===== src/rtl/if_prefetch_unit.sv =====
// ---------------------------------------------------------------------------
// if_prefetch_unit
//
// Instruction-fetch front end with a DEPTH-entry prefetch queue. It issues
// sequential 4-byte fetches to an in-order, variable-latency instruction
// memory, buffers the returned words together with their PCs and presents
// the oldest one to the IF->RF stage. A taken branch resolved in RF
// redirects the fetch stream. The redirect clears the queue, and every
// response still in flight for the old stream is discarded when it arrives.
//
// Parameters
//   DEPTH     queue entries and maximum outstanding requests (power of 2, >= 2)
//   RESET_PC  first fetch address after reset
//
// Ports
//   clk             in   1   clock, rising edge
//   reset           in   1   asynchronous reset, active low
//   imem_req_valid  out  1   fetch request valid
//   imem_req_addr   out  64  fetch byte address
//   imem_req_ready  in   1   memory accepts the request this cycle
//   imem_rsp_valid  in   1   response valid (responses return in request order)
//   imem_rsp_instr  in   32  response instruction word
//   br_taken        in   1   redirect strobe from RF
//   br_taken_pc     in   64  redirect target
//   stall           in   1   downstream hold; the head is not consumed
//   instr_valid     out  1   queue head valid
//   instr           out  32  head instruction, 0 when the queue is empty
//   pc              out  64  head PC, 0 when the queue is empty
// ---------------------------------------------------------------------------
module if_prefetch_unit #(
    parameter int          DEPTH    = 4,
    parameter logic [63:0] RESET_PC = 64'h0
) (
    input  logic        clk,
    input  logic        reset,
    output logic        imem_req_valid,
    output logic [63:0] imem_req_addr,
    input  logic        imem_req_ready,
    input  logic        imem_rsp_valid,
    input  logic [31:0] imem_rsp_instr,
    input  logic        br_taken,
    input  logic [63:0] br_taken_pc,
    input  logic        stall,
    output logic        instr_valid,
    output logic [31:0] instr,
    output logic [63:0] pc
);

    localparam int PTR_W = $clog2(DEPTH);
    // Counters have to hold the value DEPTH itself, so one bit wider than a pointer.
    localparam int CNT_W = PTR_W + 1;

    localparam logic [PTR_W-1:0] PTR_ONE   = PTR_W'(1);
    localparam logic [CNT_W-1:0] CNT_ONE   = CNT_W'(1);
    localparam logic [CNT_W-1:0] CNT_ZERO  = '0;
    localparam logic [CNT_W:0]   DEPTH_OCC = (CNT_W + 1)'(DEPTH);

    typedef enum logic [0:0] {
        S_FETCH = 1'b0,   // normal sequential issue
        S_DRAIN = 1'b1    // waiting for stale responses after a redirect
    } state_t;

    // -----------------------------------------------------------------------
    // State
    // -----------------------------------------------------------------------
    state_t             state_q,    state_d;
    logic               start_q;    // low for the first cycle after reset release
    logic [63:0]        fetch_pc_q, fetch_pc_d;
    logic [63:0]        rsp_pc_q,   rsp_pc_d;   // PC of the next response to be kept
    logic [PTR_W-1:0]   rd_ptr_q,   rd_ptr_d;
    logic [PTR_W-1:0]   wr_ptr_q,   wr_ptr_d;
    logic [CNT_W-1:0]   count_q,    count_d;    // valid entries in the queue
    logic [CNT_W-1:0]   out_q,      out_d;      // requests accepted, response not yet seen
    logic [CNT_W-1:0]   drop_q,     drop_d;     // responses still to be discarded

    // Queue storage. It is never reset; the occupancy count alone decides
    // whether an entry is meaningful.
    logic [31:0]        instr_mem_q [DEPTH];
    logic [63:0]        pc_mem_q    [DEPTH];

    // -----------------------------------------------------------------------
    // Per-cycle events
    // -----------------------------------------------------------------------
    logic [CNT_W:0]     occupancy;
    logic               xfer;       // request handshake this cycle
    logic               rsp_acc;    // response that belongs to an outstanding request
    logic               push;
    logic               pop;

    // Every outstanding request already owns a queue slot, so the sum of
    // queued and in-flight words decides issue and overflow is impossible.
    assign occupancy = {1'b0, count_q} + {1'b0, out_q};

    always_comb begin
        imem_req_valid = 1'b0;
        if (start_q && (state_q == S_FETCH) && !br_taken && (occupancy < DEPTH_OCC)) begin
            imem_req_valid = 1'b1;
        end
    end

    assign imem_req_addr = fetch_pc_q;
    assign xfer          = imem_req_valid && imem_req_ready;
    // A response that arrives with nothing outstanding is spurious and ignored.
    assign rsp_acc       = imem_rsp_valid && (out_q != CNT_ZERO);

    assign instr_valid   = (count_q != CNT_ZERO);
    assign instr         = instr_valid ? instr_mem_q[rd_ptr_q] : 32'h0;
    assign pc            = instr_valid ? pc_mem_q[rd_ptr_q]    : 64'h0;

    // -----------------------------------------------------------------------
    // Next-state logic
    // -----------------------------------------------------------------------
    always_comb begin
        state_d    = state_q;
        fetch_pc_d = fetch_pc_q;
        rsp_pc_d   = rsp_pc_q;
        rd_ptr_d   = rd_ptr_q;
        wr_ptr_d   = wr_ptr_q;
        count_d    = count_q;
        out_d      = out_q;
        drop_d     = drop_q;
        push       = 1'b0;
        pop        = 1'b0;

        // In-flight bookkeeping is the same with or without a redirect.
        if (xfer && !rsp_acc) begin
            out_d = out_q + CNT_ONE;
        end else if (!xfer && rsp_acc) begin
            out_d = out_q - CNT_ONE;
        end

        if (br_taken) begin
            // Redirect: everything queued or still in flight is the old stream.
            // The response arriving right now (if any) is already subtracted
            // from out_d, which discards it; whatever remains must be dropped.
            rd_ptr_d   = '0;
            wr_ptr_d   = '0;
            count_d    = '0;
            fetch_pc_d = br_taken_pc;
            rsp_pc_d   = br_taken_pc;
            drop_d     = out_d;
            state_d    = (out_d != CNT_ZERO) ? S_DRAIN : S_FETCH;
        end else begin
            pop = instr_valid && !stall;

            if (rsp_acc) begin
                if (drop_q != CNT_ZERO) begin
                    drop_d = drop_q - CNT_ONE;
                end else begin
                    push     = 1'b1;
                    rsp_pc_d = rsp_pc_q + 64'd4;
                end
            end

            if (xfer) begin
                fetch_pc_d = fetch_pc_q + 64'd4;
            end

            if (push) begin
                wr_ptr_d = wr_ptr_q + PTR_ONE;
            end
            if (pop) begin
                rd_ptr_d = rd_ptr_q + PTR_ONE;
            end
            if (push && !pop) begin
                count_d = count_q + CNT_ONE;
            end else if (!push && pop) begin
                count_d = count_q - CNT_ONE;
            end

            // Leave DRAIN on the edge where the last stale response is dropped;
            // issue resumes in the following cycle.
            if ((state_q == S_DRAIN) && (drop_d == CNT_ZERO)) begin
                state_d = S_FETCH;
            end
        end
    end

    // -----------------------------------------------------------------------
    // Registers
    // -----------------------------------------------------------------------
    always_ff @(posedge clk or negedge reset) begin
        if (!reset) begin
            state_q    <= S_FETCH;
            start_q    <= 1'b0;
            fetch_pc_q <= RESET_PC;
            rsp_pc_q   <= RESET_PC;
            rd_ptr_q   <= '0;
            wr_ptr_q   <= '0;
            count_q    <= '0;
            out_q      <= '0;
            drop_q     <= '0;
        end else begin
            state_q    <= state_d;
            start_q    <= 1'b1;
            fetch_pc_q <= fetch_pc_d;
            rsp_pc_q   <= rsp_pc_d;
            rd_ptr_q   <= rd_ptr_d;
            wr_ptr_q   <= wr_ptr_d;
            count_q    <= count_d;
            out_q      <= out_d;
            drop_q     <= drop_d;
        end
    end

    always_ff @(posedge clk) begin
        if (push) begin
            instr_mem_q[wr_ptr_q] <= imem_rsp_instr;
            pc_mem_q[wr_ptr_q]    <= rsp_pc_q;
        end
    end

endmodule

===== config.mk =====
export PLATFORM = sky130hd
export DESIGN_NAME = if_prefetch_unit
export DESIGN_NICKNAME = d
export VERILOG_FILES = /design/src/rtl/if_prefetch_unit.sv
export SDC_FILE = /design/constraint.sdc
export NUM_CORES = 1
export LEC_CHECK = 0
export ABC_CLOCK_PERIOD_IN_PS = 7930
export BUFFER_PORTS_ARGS = -buffer_cell sky130_fd_sc_hd__buf_4
export CORE_MARGIN = 4
export CORE_UTILIZATION = 30
export CTS_CLUSTER_SIZE = 8
export DETAILED_ROUTE_END_ITERATION = 6
export GPL_TIMING_DRIVEN = 0
export PLACE_DENSITY = 0.58
export SYNTH_ARGS = -nofsm -noshare
export SYNTH_HDL_FRONTEND = slang
export SYNTH_SLANG_ARGS = --single-unit

===== constraint.sdc =====
create_clock -name clk -period 7.93 [get_ports clk]
set_input_delay 0.3965 -clock clk [delete_from_list [all_inputs] [get_ports clk]]
set_output_delay 0.3965 -clock clk [all_outputs]
set_load 0.02 [all_outputs]

==> metrics.yaml <==
synth:
  yosysUniqueCellTypes: 59
  ys_seq_area_frac: 0.663
  synthMuxAreaShare: 0.102
  synth_top_area_share: 0.506
  ys_seq_elements: 527
  yosys.area.top_type: "edfxtp_1"
  synthAdderAreaFrac: 0.00802
  synth_top_family_by_area: "simple AND/OR/NAND/NOR gates"
  synth_edf_count: 384
  synth_area_mm2: 0.0228
  synthTopCellsByArea: "edfxtp_1 (51%), dfrtp_1 (16%), mux4_2 (9.5%)"
  ys_warn_count: 0
  synthArstFlopShare: 0.271
  syn_nets: 1685
  synthXorXnorAreaFrac: 0.0288
  ys.flop_type: "edfxtp_1"
  syn_avg_cell_area_um2: 14.5
  yosysMostFrequentCell: "edfxtp_1"
  synth_common_cells: "edfxtp_1 (384), dfrtp_1 (143), nand2_1 (140)"
  synth_compound_area_frac: 0.0532
  synthCells: 1569
  synth-simple-area-share: 0.126
power_and_ir_drop:
  p_sw_frac: 0.315
  p_total_mw: 8.77
  p_seq_frac: 0.380
  p_clk_frac: 0.344
  p_comb_frac: 0.275
  leakagePower_nw: 10.2
  ir_drop_mv: 0.155
  power_density_mw_per_mm2: 306
  power.internal_mw: 6.01
  switchingPower_mw: 2.76
global_route:
  grt_max_degree: 76
  overflow: 0
  antenna_found_initial: 3
  grt_pass1_vias: 15700
  gr-usage-all-layers: 0.172
  grt_pass1_wl_um: 104000
drt:
  drt.antenna.violating_nets: 0
  via_per_inst: 5.16
  drt-total-wl_um: 70700
  wl_per_cell_um: 23.9
  firstDrtPassIters: 5
  first_iter_violations: 1261
  num_vias: 15300
  drc_errors: 0
final_layout:
  final_util: 0.383
  drive_above_1_share: 0.247
  syn2layout_area_growth_pct: 25.9
  filler_cell_count: 7112
  layout.nets: 2067
  antenna_cells: 0
  stdcell_count: 2958
clock_network:
  h-tree-depth: 3
  clock_sinks: 527
  clkTransAtPathRegs_ps: 50
  cts_tree: "yes"
  root_buffer: "clkbuf_16"
  clk-insertion-delay-late_ps: 630
  cts_buffer_depth: 3
  cts_resized: 0
  cts_buffers: 77
placement:
  dp.cells: 2805
  place_ws_ps: 4030
  port_buffers: 262
  dp_hpwl_um: 49700
  place.gp.congestion: 0.884
worst_setup_path:
  path_class: "reg -> out"
  critPathLaunchType: "register"
  end_kind: "primary output"
  worstPathRequired_ps: 7530
  arrival_ps: 3610
  rrSetupSlack_ps: 3980
  path_max_fanout: 10
timing:
  finalCritPeriodShare: 0.505
  slew_viol_final: 0
  fmax_mhz: 249
  worst_pin_slew_ps: 1200
  fin_setup_tns_ps: 0
  period_needed_ps: 4010
  fin_skew_ps: 27.6
  setup_slack_ps: 3920
  rsz0062_at_grt: "false"
  setup_viol: 0
  slew_headroom: 0.197
  hold_viol_final: 0
floorplanning:
  io_pins: 264
  die_y_um: 284
  core-area_mm2: 0.0748
  start_util: 0.304
  die-width_um: 284
  fp.dieArea_mm2: 0.0804
  num_rows: 100
run_status:
  status: "finished clean"
flow_run:
  max_cap_violations: 0
worst_hold_path:
  hp-class: "in -> reg"
path summary, 6_finish.rpt:
path / cells after the start / from / end
min reg2reg: 0 / rsp_pc_q[23] / pc_mem_q[2][23]
min: 3 / br_taken_pc[25] / imem_req_addr[25]
max reg2reg: 8 / out_q[0] / pc_mem_q[0][25]
max: 6 / rd_ptr_q[1] / pc[51]
max in group asynchronous: 3 / reset / imem_req_addr[61]
min in group asynchronous: 2 / reset / imem_req_addr[6]
worst max-delay path, cell delays in order, from the launching register on:
cell and delay, ps:
dfrtp_1 310, clkbuf_1 440, clkbuf_1 890, clkbuf_1 560
mux4_2 400, and2_1 210, buf_4 170
power groups by stage:
| stage | clock network [mW] | registers (mW) | logic (mW) |
|---|---|---|---|
| floorplan | 0 | 3.37 | 1.38 |
| global placement | 0 | 3.38 | 2.42 |
| detailed placement | 0 | 3.38 | 2.45 |
| CTS | 3.08 | 3.33 | 2.47 |
| global route | 3.21 | 3.35 | 2.61 |
| finish | 3.02 | 3.33 | 2.42 |
stage by stage:
stage | hold WS [ps] | instance area, µm²
2_1_floorplan | 101 | 22800
3_3_place_gp | 514 | 26000
3_5_place_dp | 498 | 26100
4_1_cts | 2.44 | 28700
5_1_grt | 26.5 | 28700
6_report | 28.4 | 28700
cell families (layout without fill, tap and decap cells):
kind of cell	Yosys count	after routing
simple gates	531	531
flops	527	527
compound gates	201	201
mux	110	110
buf+inv	110	530
xor+xnor	75	75
fa+ha+maj	14	14
other cells	1	1
registers in the layout, summed over array words and instances (netlist names):
signal	count
count_q	3
drop_q	3
imem_req_addr	64
instr_mem_q	128
out_q	3
pc_mem_q	256
rd_ptr_q	2
rsp_pc_q	64
start_q	1
state_q	1
wr_ptr_q	2
repair_timing:
action                                 in CTS  in global routing
setup buffers                               0                  0
hold buffers                               36                  0
endpoints found under the hold margin     208                  0
setup endpoints to repair                   0                  0
metal layers:
| metal | share of wire | up-vias | GRT usage |
|---|---|---|---|
| met5 | 0.00025 | - | 0 |
| met4 | 0.028 | 4 | 0.0604 |
| met3 | 0.085 | 118 | 0.0511 |
| met2 | 0.46 | 548 | 0.269 |
| met1 | 0.43 | 7835 | 0.230 |
| li1 | - | 6760 | - |
placed cells by master, fill, tap and decap left out, drive strengths merged, types with 11 or more instances in the layout:
cell type,instances
a21oi,24
clkbuf,172
ha,13
o21ai,107
a31oi,13
mux2,12
xnor2,54
inv,30
or3,11
dfrtp,143
edfxtp,384
o211ai,15
nor3,29
buf,288
nand2,140
nor2,57
nand4,40
and2,104
o311ai,17
and3,30
dlygate4sd3,36
nor4,25
mux4,96
nand3,67
xor2,21
cell type report:
cell class / instances / area (µm²) / share of cell area
plain buffers: 85 / 337 / 0.0117
repair buffers: 303 / 2470 / 0.0861
clock buffers: 108 / 2090 / 0.0727
inverters: 25 / 93.8 / 0.00327
well taps: 969 / 1210 / 0.0423
flip-flops and latches: 527 / 15100 / 0.527
clock inverters: 9 / 114 / 0.00397
multi-input cells: 932 / 7260 / 0.253
No activity file was read; power rests on OpenSTA's default activity.
